<file path="config.mk">
export PLATFORM = sky130hd
export DESIGN_NAME = wave_sequencer
export DESIGN_NICKNAME = d
export VERILOG_FILES = /design/src/rtl/wave_sequencer.sv
export SDC_FILE = /design/constraint.sdc
export NUM_CORES = 1
export LEC_CHECK = 0
export CELL_PAD_IN_SITES_DETAIL_PLACEMENT = 0
export CELL_PAD_IN_SITES_GLOBAL_PLACEMENT = 2
export CORE_MARGIN = 8
export CORE_UTILIZATION = 31
export DETAILED_ROUTE_END_ITERATION = 10
export PLACE_DENSITY_LB_ADDON = 0.1
export RECOVER_POWER = 100
export SKIP_LAST_GASP = 1
export SYNTH_ARGS = -nofsm -noshare
export SYNTH_HDL_FRONTEND = slang
export SYNTH_SLANG_ARGS = --single-unit
</file>
<file path="constraint.sdc">
create_clock -name clk -period 2.7 [get_ports clk]
set_input_delay 0.54 -clock clk [delete_from_list [all_inputs] [get_ports clk]]
set_output_delay 0.54 -clock clk [all_outputs]
set_load 0.01 [all_outputs]
</file>
<file path="src/rtl/wave_sequencer.sv">
// wave_sequencer: waveform-ROM playback sequencer with active/shadow config and period-boundary updates
//
// Ports:
//   clk, rst_n      clock, asynchronous active-low reset
//   cmd_data        control byte {wave[7:6], gain[5:3], immediate[2], freq[1:0]}
//   cmd_valid       cmd_data valid
//   cmd_ready       a byte can be accepted (from state and shadow flag only)
//   run             1 = play, 0 = stop at the end of the current period
//   sample_div      clocks per sample minus 1
//   rom_en          one-clock ROM read strobe per sample
//   rom_addr        ROM address
//   wave_sel        active wave select
//   gain_sel        active gain code
//   step            active address increment (1, 2, 4 or 8)
//   sample_valid    rom_en delayed by ROM_LAT clocks
//   cycle_done      one-clock pulse on each address wrap
//   active          1 while playing (RUN or STOP)
module wave_sequencer #(
  parameter int ROM_LAT = 1
) (
  input  logic        clk,
  input  logic        rst_n,
  input  logic [7:0]  cmd_data,
  input  logic        cmd_valid,
  output logic        cmd_ready,
  input  logic        run,
  input  logic [15:0] sample_div,
  output logic        rom_en,
  output logic [8:0]  rom_addr,
  output logic [1:0]  wave_sel,
  output logic [2:0]  gain_sel,
  output logic [8:0]  step,
  output logic        sample_valid,
  output logic        cycle_done,
  output logic        active
);
  typedef enum logic [1:0] {IDLE, RUN, STOP} state_t;
  state_t state, state_nx;
  logic [15:0]        count;
  logic [6:0]         cfg;
  logic [6:0]         shadow;
  logic               shadow_full;
  logic [ROM_LAT-1:0] sv_pipe;
  logic               tick;
  logic               wrap;
  logic               accept;
  logic               direct;
  logic [9:0]         sum;
  assign cmd_ready    = (state == IDLE) || !shadow_full;
  assign accept       = cmd_valid && cmd_ready;
  // In IDLE every byte is applied at once; while playing only the immediate flag bypasses the shadow.
  assign direct       = accept && ((state == IDLE) || cmd_data[2]);
  assign tick         = (state != IDLE) && (count == sample_div);
  assign sum          = {1'b0, rom_addr} + step;
  assign wrap         = tick && sum[9];
  assign wave_sel     = cfg[6:5];
  assign gain_sel     = cfg[4:2];
  assign step         = 9'd1 << cfg[1:0];
  assign active       = state != IDLE;
  assign sample_valid = sv_pipe[ROM_LAT-1];
  // STOP returns to RUN whenever run is high, so only a wrap seen while already stopping ends playback.
  always_comb begin
    state_nx = run ? RUN : (state == IDLE || (state == STOP && wrap)) ? IDLE : STOP;
  end
  always_ff @(posedge clk or negedge rst_n) begin
    if (!rst_n) state <= IDLE;
    else        state <= state_nx;
  end
  always_ff @(posedge clk or negedge rst_n) begin
    if (!rst_n) begin
      count       <= '0;
      rom_en      <= 1'b0;
      rom_addr    <= '0;
      cycle_done  <= 1'b0;
      sv_pipe     <= '0;
      cfg         <= '0;
      shadow      <= '0;
      shadow_full <= 1'b0;
    end else begin
      // A count left above a lowered sample_div restarts at 0 rather than running up to wrap.
      count      <= (state == IDLE || count >= sample_div) ? '0 : count + 16'd1;
      rom_en     <= tick;
      cycle_done <= wrap;
      sv_pipe    <= ROM_LAT'({sv_pipe, rom_en});
      if (tick) rom_addr <= (state_nx == IDLE) ? '0 : sum[8:0];
      if (direct) begin
        cfg         <= {cmd_data[7:3], cmd_data[1:0]};
        shadow_full <= 1'b0;
      end else begin
        // A deferred byte taken on a wrap edge can only land in an empty shadow, so it waits for the next wrap.
        if (wrap && shadow_full) cfg <= shadow;
        if (accept) begin
          shadow      <= {cmd_data[7:3], cmd_data[1:0]};
          shadow_full <= 1'b1;
        end else if (wrap) begin
          shadow_full <= 1'b0;
        end
      end
    end
  end
endmodule

</file>
==> impl_metrics.yaml, run 1 <==
logic_synthesis:
  synth_top_family_by_area: "simple AND/OR/NAND/NOR gates"
  synth_fa_ha_area_share_pct: 10.3
  synth.most_common_cell: "dfrtp_1"
  synth_compound_area_share_pct: 11.5
  synth_edf_count: 0
  syn_avg_cell_area_um2: 9.40
  netlist.area_leader.share_pct: 41.2
  ys_top_cells_by_area: "dfrtp_1 (41%), ha_1 (9.6%), nand2_1 (5.8%)"
  synthSimpleGateAreaFrac_pct: 21.7
  synth.yosys.seq_area_share_pct: 41.2
  yosysUniqueCellTypes: 42
  muxShareOfSynthArea_pct: 2.88
  ys.flop_type: "dfrtp_1"
  yosys-top-cells-count: "dfrtp_1 (45), nand2_1 (42), inv_1 (22)"
  synth_top_area_cell: "dfrtp_1"
  synth-seq-cells: 45
  syn_area_um2: 2740
  syn_inst: 291
  synth-xor-area-share_pct: 5.44
  synthArstFlopShare_pct: 100
  synth_warnings: 0
critical_path:
  slowest_stage: "or4_4"
  path_max_fanout: 6
  arrival_ns: 2.78
  cp_top_family: "simple AND/OR/NAND/NOR gates"
  cp_cell_sequence: "clkdlybuf4s50_1 > inv_1 > ha_1 > nand4_1 > or4_4 > or3_4 > o41ai_1"
  path_buf_inv: 2
  startpoint_type: "input pin"
  setup.worst_path.class: "in2reg"
  cp-end-kind: "flop"
  slowest_delay_ns: 0.59
  crit_required_ns: 2.89
timing:
  drv_slew: 27
  worst_pin_slew_ns: 1.55
  whs_ns: 0.376
  rsz0062_at_grt: "false"
  hold_violations: 0
  relSlewSlack_pct: -3.57
  timing.final.crit_share_pct: 96.0
  max_clock_freq_mhz: 386
  fin_setup_tns_ns: 0
  post-route-min-period_ns: 2.59
  finalSetupViolations: 0
  fin_skew_ns: 0.00945
cts:
  cts_made_buffers: 5
  htreeDepth: 2
  path_clk_slew_ns: 0.09
  post_cts_buffers: 0
  clock_latency_ns: 0.30
  clkSinkCount: 45
  cts_tree: "built"
  postCtsHoldBufs: 0
  cts_buffer_depth: 2
  cts_root_buf: "clkbuf_8"
  cts_resized: 0
global_routing:
  grt_pass1_wl_um: 11500
  grt_max_degree: 27
  grt_antenna_before_repair: 0
  grt_pass1_vias: 2327
  grt.total_usage_pct: 12.0
  gr-total-overflow: 0
pwr:
  worst_ir_drop_vdd_v: 0.000250
  power_leakage_nw: 1.68
  power.density_nw_per_um2: 469
  power_mw: 1.65
route:
  drtAntennaViolNets: 0
  dr.pass1.iters: 4
  vias: 2262
  drtIter0Drc: 64
  drt-vias-per-instance: 4.84
  wl_um: 6800
  routedWlPerCell_um: 14.6
  drc_errors: 0
floorplanning:
  die_area_um2: 12100
  rows: 34
  start_util_pct: 31.7
  die_w_um: 110
  dieHeight_um: 110
  fp.coreArea_um2: 8640
  io_pins: 56
outcome:
  failed_checks: "max-capacitance violations, max-slew violations"
  run_status: "finished, violations left"
finish:
  final.fill_count: 896
  regArea_um2: 1130
  multi_input_area_um2: 1440
  n_antenna_cell: 0
  fin_cells: 467
  nets: 408
  drive_gt1_share_pct: 10.3
  area_delta_synth_final_pct: 28.8
  stdcell_area_um2: 3520
placement:
  hpwl_um: 5230
  dp.cells: 459
  io_buffers: 50
  place_area_um2: 3450
  place.gp.congestion: 0.720
job:
  cap_violations: 1
hold_path:
  hold_class: "reg2reg"
==> cells by family (layout without fill, tap and decap cells) <==
logic type                 after synthesis  after routing
DFF                                     45             45
adders and majority gates               22             22
xor gates and xnor gates                17             17
other                                    1              5
and+or+nand+nor                        118            118
muxes                                    7              7
AOI/OAI and AO/OA                       44             44
buffers and inverters                   37            101
==> report_power, final <==
part | internal (mW) | switching, mW | total [mW] | leakage (nW)
Clock | 0.187 | 0.259 | 0.447 | 0.0447
Sequential | 0.756 | 0.0733 | 0.830 | 0.582
Combinational | 0.199 | 0.176 | 0.375 | 1.05
Total | 1.14 | 0.509 | 1.65 | 1.68
==> worst register-to-register path, stage by stage, from the launching register on <==
cell and delay (ns):
dfrtp_1 0.40, nor2b_1 0.30, ha_1 0.31, a211o_1 0.28
nand2_1 0.08, o21ai_0 0.20, or3_4 0.43, o41ai_1 0.27
==> layout by cell type, fill, tap and decap left out, types with 6 or more instances in the layout <==
cell type	Yosys	final
a21oi_1	7	7
buf_4	10	15
clkdlybuf4s50_1	0	25
dfrtp_1	45	45
dlygate4sd3_1	0	24
ha_1	21	21
inv_1	22	22
mux2_2	7	7
nand2_1	42	42
nand3_1	18	18
nand4_1	9	9
nor2_1	20	20
nor3b_1	6	6
o211ai_1	8	8
o21ai_0	9	9
xnor2_1	12	12
==> metrics by stage <==
stage	setup WS, ns	util [%]
2_1_floorplan	0.431	-
5_1_grt	0.0189	40.8
6_report	0.108	40.8
3_3_place_gp	-0.272	39.9
4_1_cts	0.0456	41.0
3_5_place_dp	-0.257	39.9
==> layer usage <==
layer,track usage (%),routed length [µm]
met5,0,0
met4,3.18,48
met1,16.8,3420
met3,3.34,397
met2,17.5,2940
==> path summary, 6_finish.rpt <==
path	from	to	slack [ns]	cells after the start
setup / recovery	sample_div[14]	rom_addr[8]	0.11	7
hold / removal	rom_en	sample_valid	0.38	0
setup reg to reg	cfg[0]	rom_addr[8]	0.30	7
hold reg to reg	rom_en	sample_valid	0.38	0
min in group asynchronous	rst_n	count[9]	0.61	1
max in group asynchronous	rst_n	rom_addr[4]	0.84	2
==> registers in the layout (all words and copies together) (netlist names) <==
name / cells
sample_valid: 1
rom_en: 1
cycle_done: 1
count: 16
rom_addr: 9
state: 2
cfg: 7
shadow: 7
shadow_full: 1
==> final cells by class <==
class / count / area share [%]
Inverter: 22 / 2.34
Sequential cell: 45 / 32.0
Multi-Input combinational cell: 213 / 40.8
Clock inverter: 3 / 0.710
Clock buffer: 5 / 1.95
Tap cell: 108 / 3.84
Timing Repair Buffer: 71 / 18.4
No activity file was read; power rests on OpenSTA's default activity.
==> run 2, diff against run 1 <==
==> constraint.sdc (replaced) <==
create_clock -name clk -period 2.92 [get_ports clk]
set_input_delay 0.584 -clock clk [delete_from_list [all_inputs] [get_ports clk]]
set_output_delay 0.584 -clock clk [all_outputs]
set_load 0.01 [all_outputs]
==> impl_metrics.yaml, run 2 (synthesized netlist as in run 1, its figures left out) <==
timing:
  finalSetupViolations: 0
  worst_pin_slew_ns: 1.15
  fin_skew_ns: 0.0123
  drv_slew: 0
  rsz0062_at_grt: "false"
  whs_ns: 0.379
  relSlewSlack_pct: 23.2
  timing.final.crit_share_pct: 93.6
  hold_violations: 0
  post-route-min-period_ns: 2.73
  max_clock_freq_mhz: 366
route:
  wl_met2_um: 2790
  drc_errors: 0
  top_layer_used: "met4"
  vias: 2171
  wl_um: 6730
  drt-vias-per-instance: 4.73
  wl_met3_um: 494
  drtIter0Drc: 100
  m1WireLength_um: 3380
  routedWlPerCell_um: 14.7
  drtAntennaViolNets: 0
  dr.pass1.iters: 5
global_routing:
  grt_pass1_wl_um: 11000
  grt.total_usage_pct: 11.6
  grt_antenna_before_repair: 0
  grt_max_degree: 46
  grt_pass1_vias: 2221
  gr-total-overflow: 0
pwr:
  power_leakage_nw: 1.65
  seqPwrFrac_pct: 47.5
  sw_frac_of_total_pct: 28.3
  p_comb_share_pct: 21.1
  p_clk_share_pct: 31.3
  net-switching-power_mw: 0.458
  worst_ir_drop_vdd_v: 0.000217
  power.density_nw_per_um2: 465
  p_int_mw: 1.16
critical_path:
  cp_cell_sequence: "clkdlybuf4s50_1 > inv_1 > ha_1 > a21o_1 > a21o_1 > a2111oi_2 > clkbuf_1 > nor3b_1"
  cp-end-kind: "flop"
  slowest_delay_ns: 0.58
  path_max_fanout: 16
  setup.worst_path.class: "in2reg"
  startpoint_type: "input pin"
  slowest_stage: "clkbuf_1"
  crit_required_ns: 3.13
  crit_path_frequent_cell: "a21o_1"
  arrival_ns: 2.94
cts:
  path_clk_slew_ns: 0.08
  cts_tree: "built"
  htreeDepth: 2
  postCtsHoldBufs: 0
  post_cts_buffers: 0
  cts_made_buffers: 5
  cts_root_buf: "clkbuf_8"
  clkSinkCount: 45
  clock_latency_ns: 0.30
  cts_buffer_depth: 2
floorplanning:
  fp.coreArea_um2: 8640
  start_util_pct: 31.7
  io_pins: 56
  dieHeight_um: 110
  rows: 34
  die_area_um2: 12100
  die_w_um: 110
placement:
  io_buffers: 50
  hpwl_um: 5050
  place.gp.congestion: 0.708
finish:
  top_regs: "count: 16 flops, rom_addr: 9 flops"
  nets: 400
  final.fill_count: 896
  largest_register_ff_count: 16
  top_register: "count"
  fin_util_pct: 40.3
  mostFrequentLayoutCells: "dfrtp_1 (45), nand2_1 (42), clkdlybuf4s50_1 (25)"
  mostFrequentLayoutCell: "dfrtp_1"
  drive_gt1_share_pct: 8.55
  area_delta_synth_final_pct: 27.2
  n_antenna_cell: 0
outcome:
  run_status: "complete, no violations"
hold_path:
  hold_class: "reg2reg"
job:
  cap_violations: 0
## run 2: cell count changes in the layout (fill, tap and decap cells not counted), sizes merged
cell | previous run | this run
bufinv | 0 | 1
inv | 23 | 22
clkinv | 1 | 0
buf | 16 | 10
clkbuf | 11 | 10
## run 2: worst paths after layout
kind                                start  slack [ns]  depth (start not counted)           end
max                        sample_div[13]        0.19                          8     count[11]
min                                rom_en        0.38                          0  sample_valid
max reg2reg                      count[0]        0.55                          8        cfg[6]
min reg2reg                        rom_en        0.38                          0  sample_valid
max in group asynchronous           rst_n        1.63                          2     count[13]
min in group asynchronous           rst_n        0.58                          2      count[5]
## run 2: power groups by stage
| stage | Sequential (mW) | Clock [mW] | Combinational, mW |
|---|---|---|---|
| after floorplan | 0.759 | 0 | 0.225 |
| after global placement | 0.781 | 0 | 0.360 |
| after detailed placement | 0.782 | 0 | 0.362 |
| after CTS | 0.770 | 0.529 | 0.365 |
| after global routing | 0.781 | 0.553 | 0.388 |
| final | 0.769 | 0.507 | 0.341 |
## run 2: stage by stage
stage | TNS [ns] | instance area (µm²) | power, mW | std cells | setup slack, ns
detailed placement | -0.269 | 3390 | 1.14 | 451 | -0.126
global placement | -0.0280 | 3390 | 1.14 | 451 | -0.0244
finish | 0 | 3480 | 1.62 | 459 | 0.185
global route | 0 | 3480 | 1.72 | 459 | 0.0608
floorplan | 0 | 2750 | 0.984 | 295 | 0.607
CTS | 0 | 3510 | 1.66 | 459 | 0.209
## run 2: what timing repair did
action | 4_1_cts | 5_1_grt
hold endpoints to repair | 0 | 0
setup endpoints to repair | 0 | 1
gates resized for setup | 0 | 1
## run 2: final cells by class
class / count / area [µm²] / share of cell area, %
clock buffer: 6 / 82.6 / 2.37
multi-input combinational: 213 / 1420 / 40.9
sequential: 45 / 1130 / 32.4
timing repair buffer: 63 / 592 / 17.0
clock inverter: 2 / 37.5 / 1.08
tap: 108 / 135 / 3.88
inverter: 22 / 82.6 / 2.37
## run 2: per-layer routing
layer / vias up / track usage (%)
li1: 1117 / -
met1: 998 / 16.7
met2: 51 / 16.2
met3: 5 / 3.81
met4: 0 / 2.89
met5: - / 0
## run 2: critical path, delay by kind of cell
family | cells | cell delay (ns)
AOI/OAI and AO/OA | 3 | 0.69
adders and majority gates | 1 | 0.30
buffers and inverters | 3 | 1.11
and+or+nand+nor | 1 | 0.26
==> run 3, diff against run 2 <==
--- a/config.mk
+++ b/config.mk
@@ -16,3 +16,4 @@
 export SYNTH_ARGS = -nofsm -noshare
 export SYNTH_HDL_FRONTEND = slang
 export SYNTH_SLANG_ARGS = --single-unit
+export TNS_END_PERCENT = 20
==> results of run 3 <==
Final layout, timing and power as in run 2 (identical DEF).
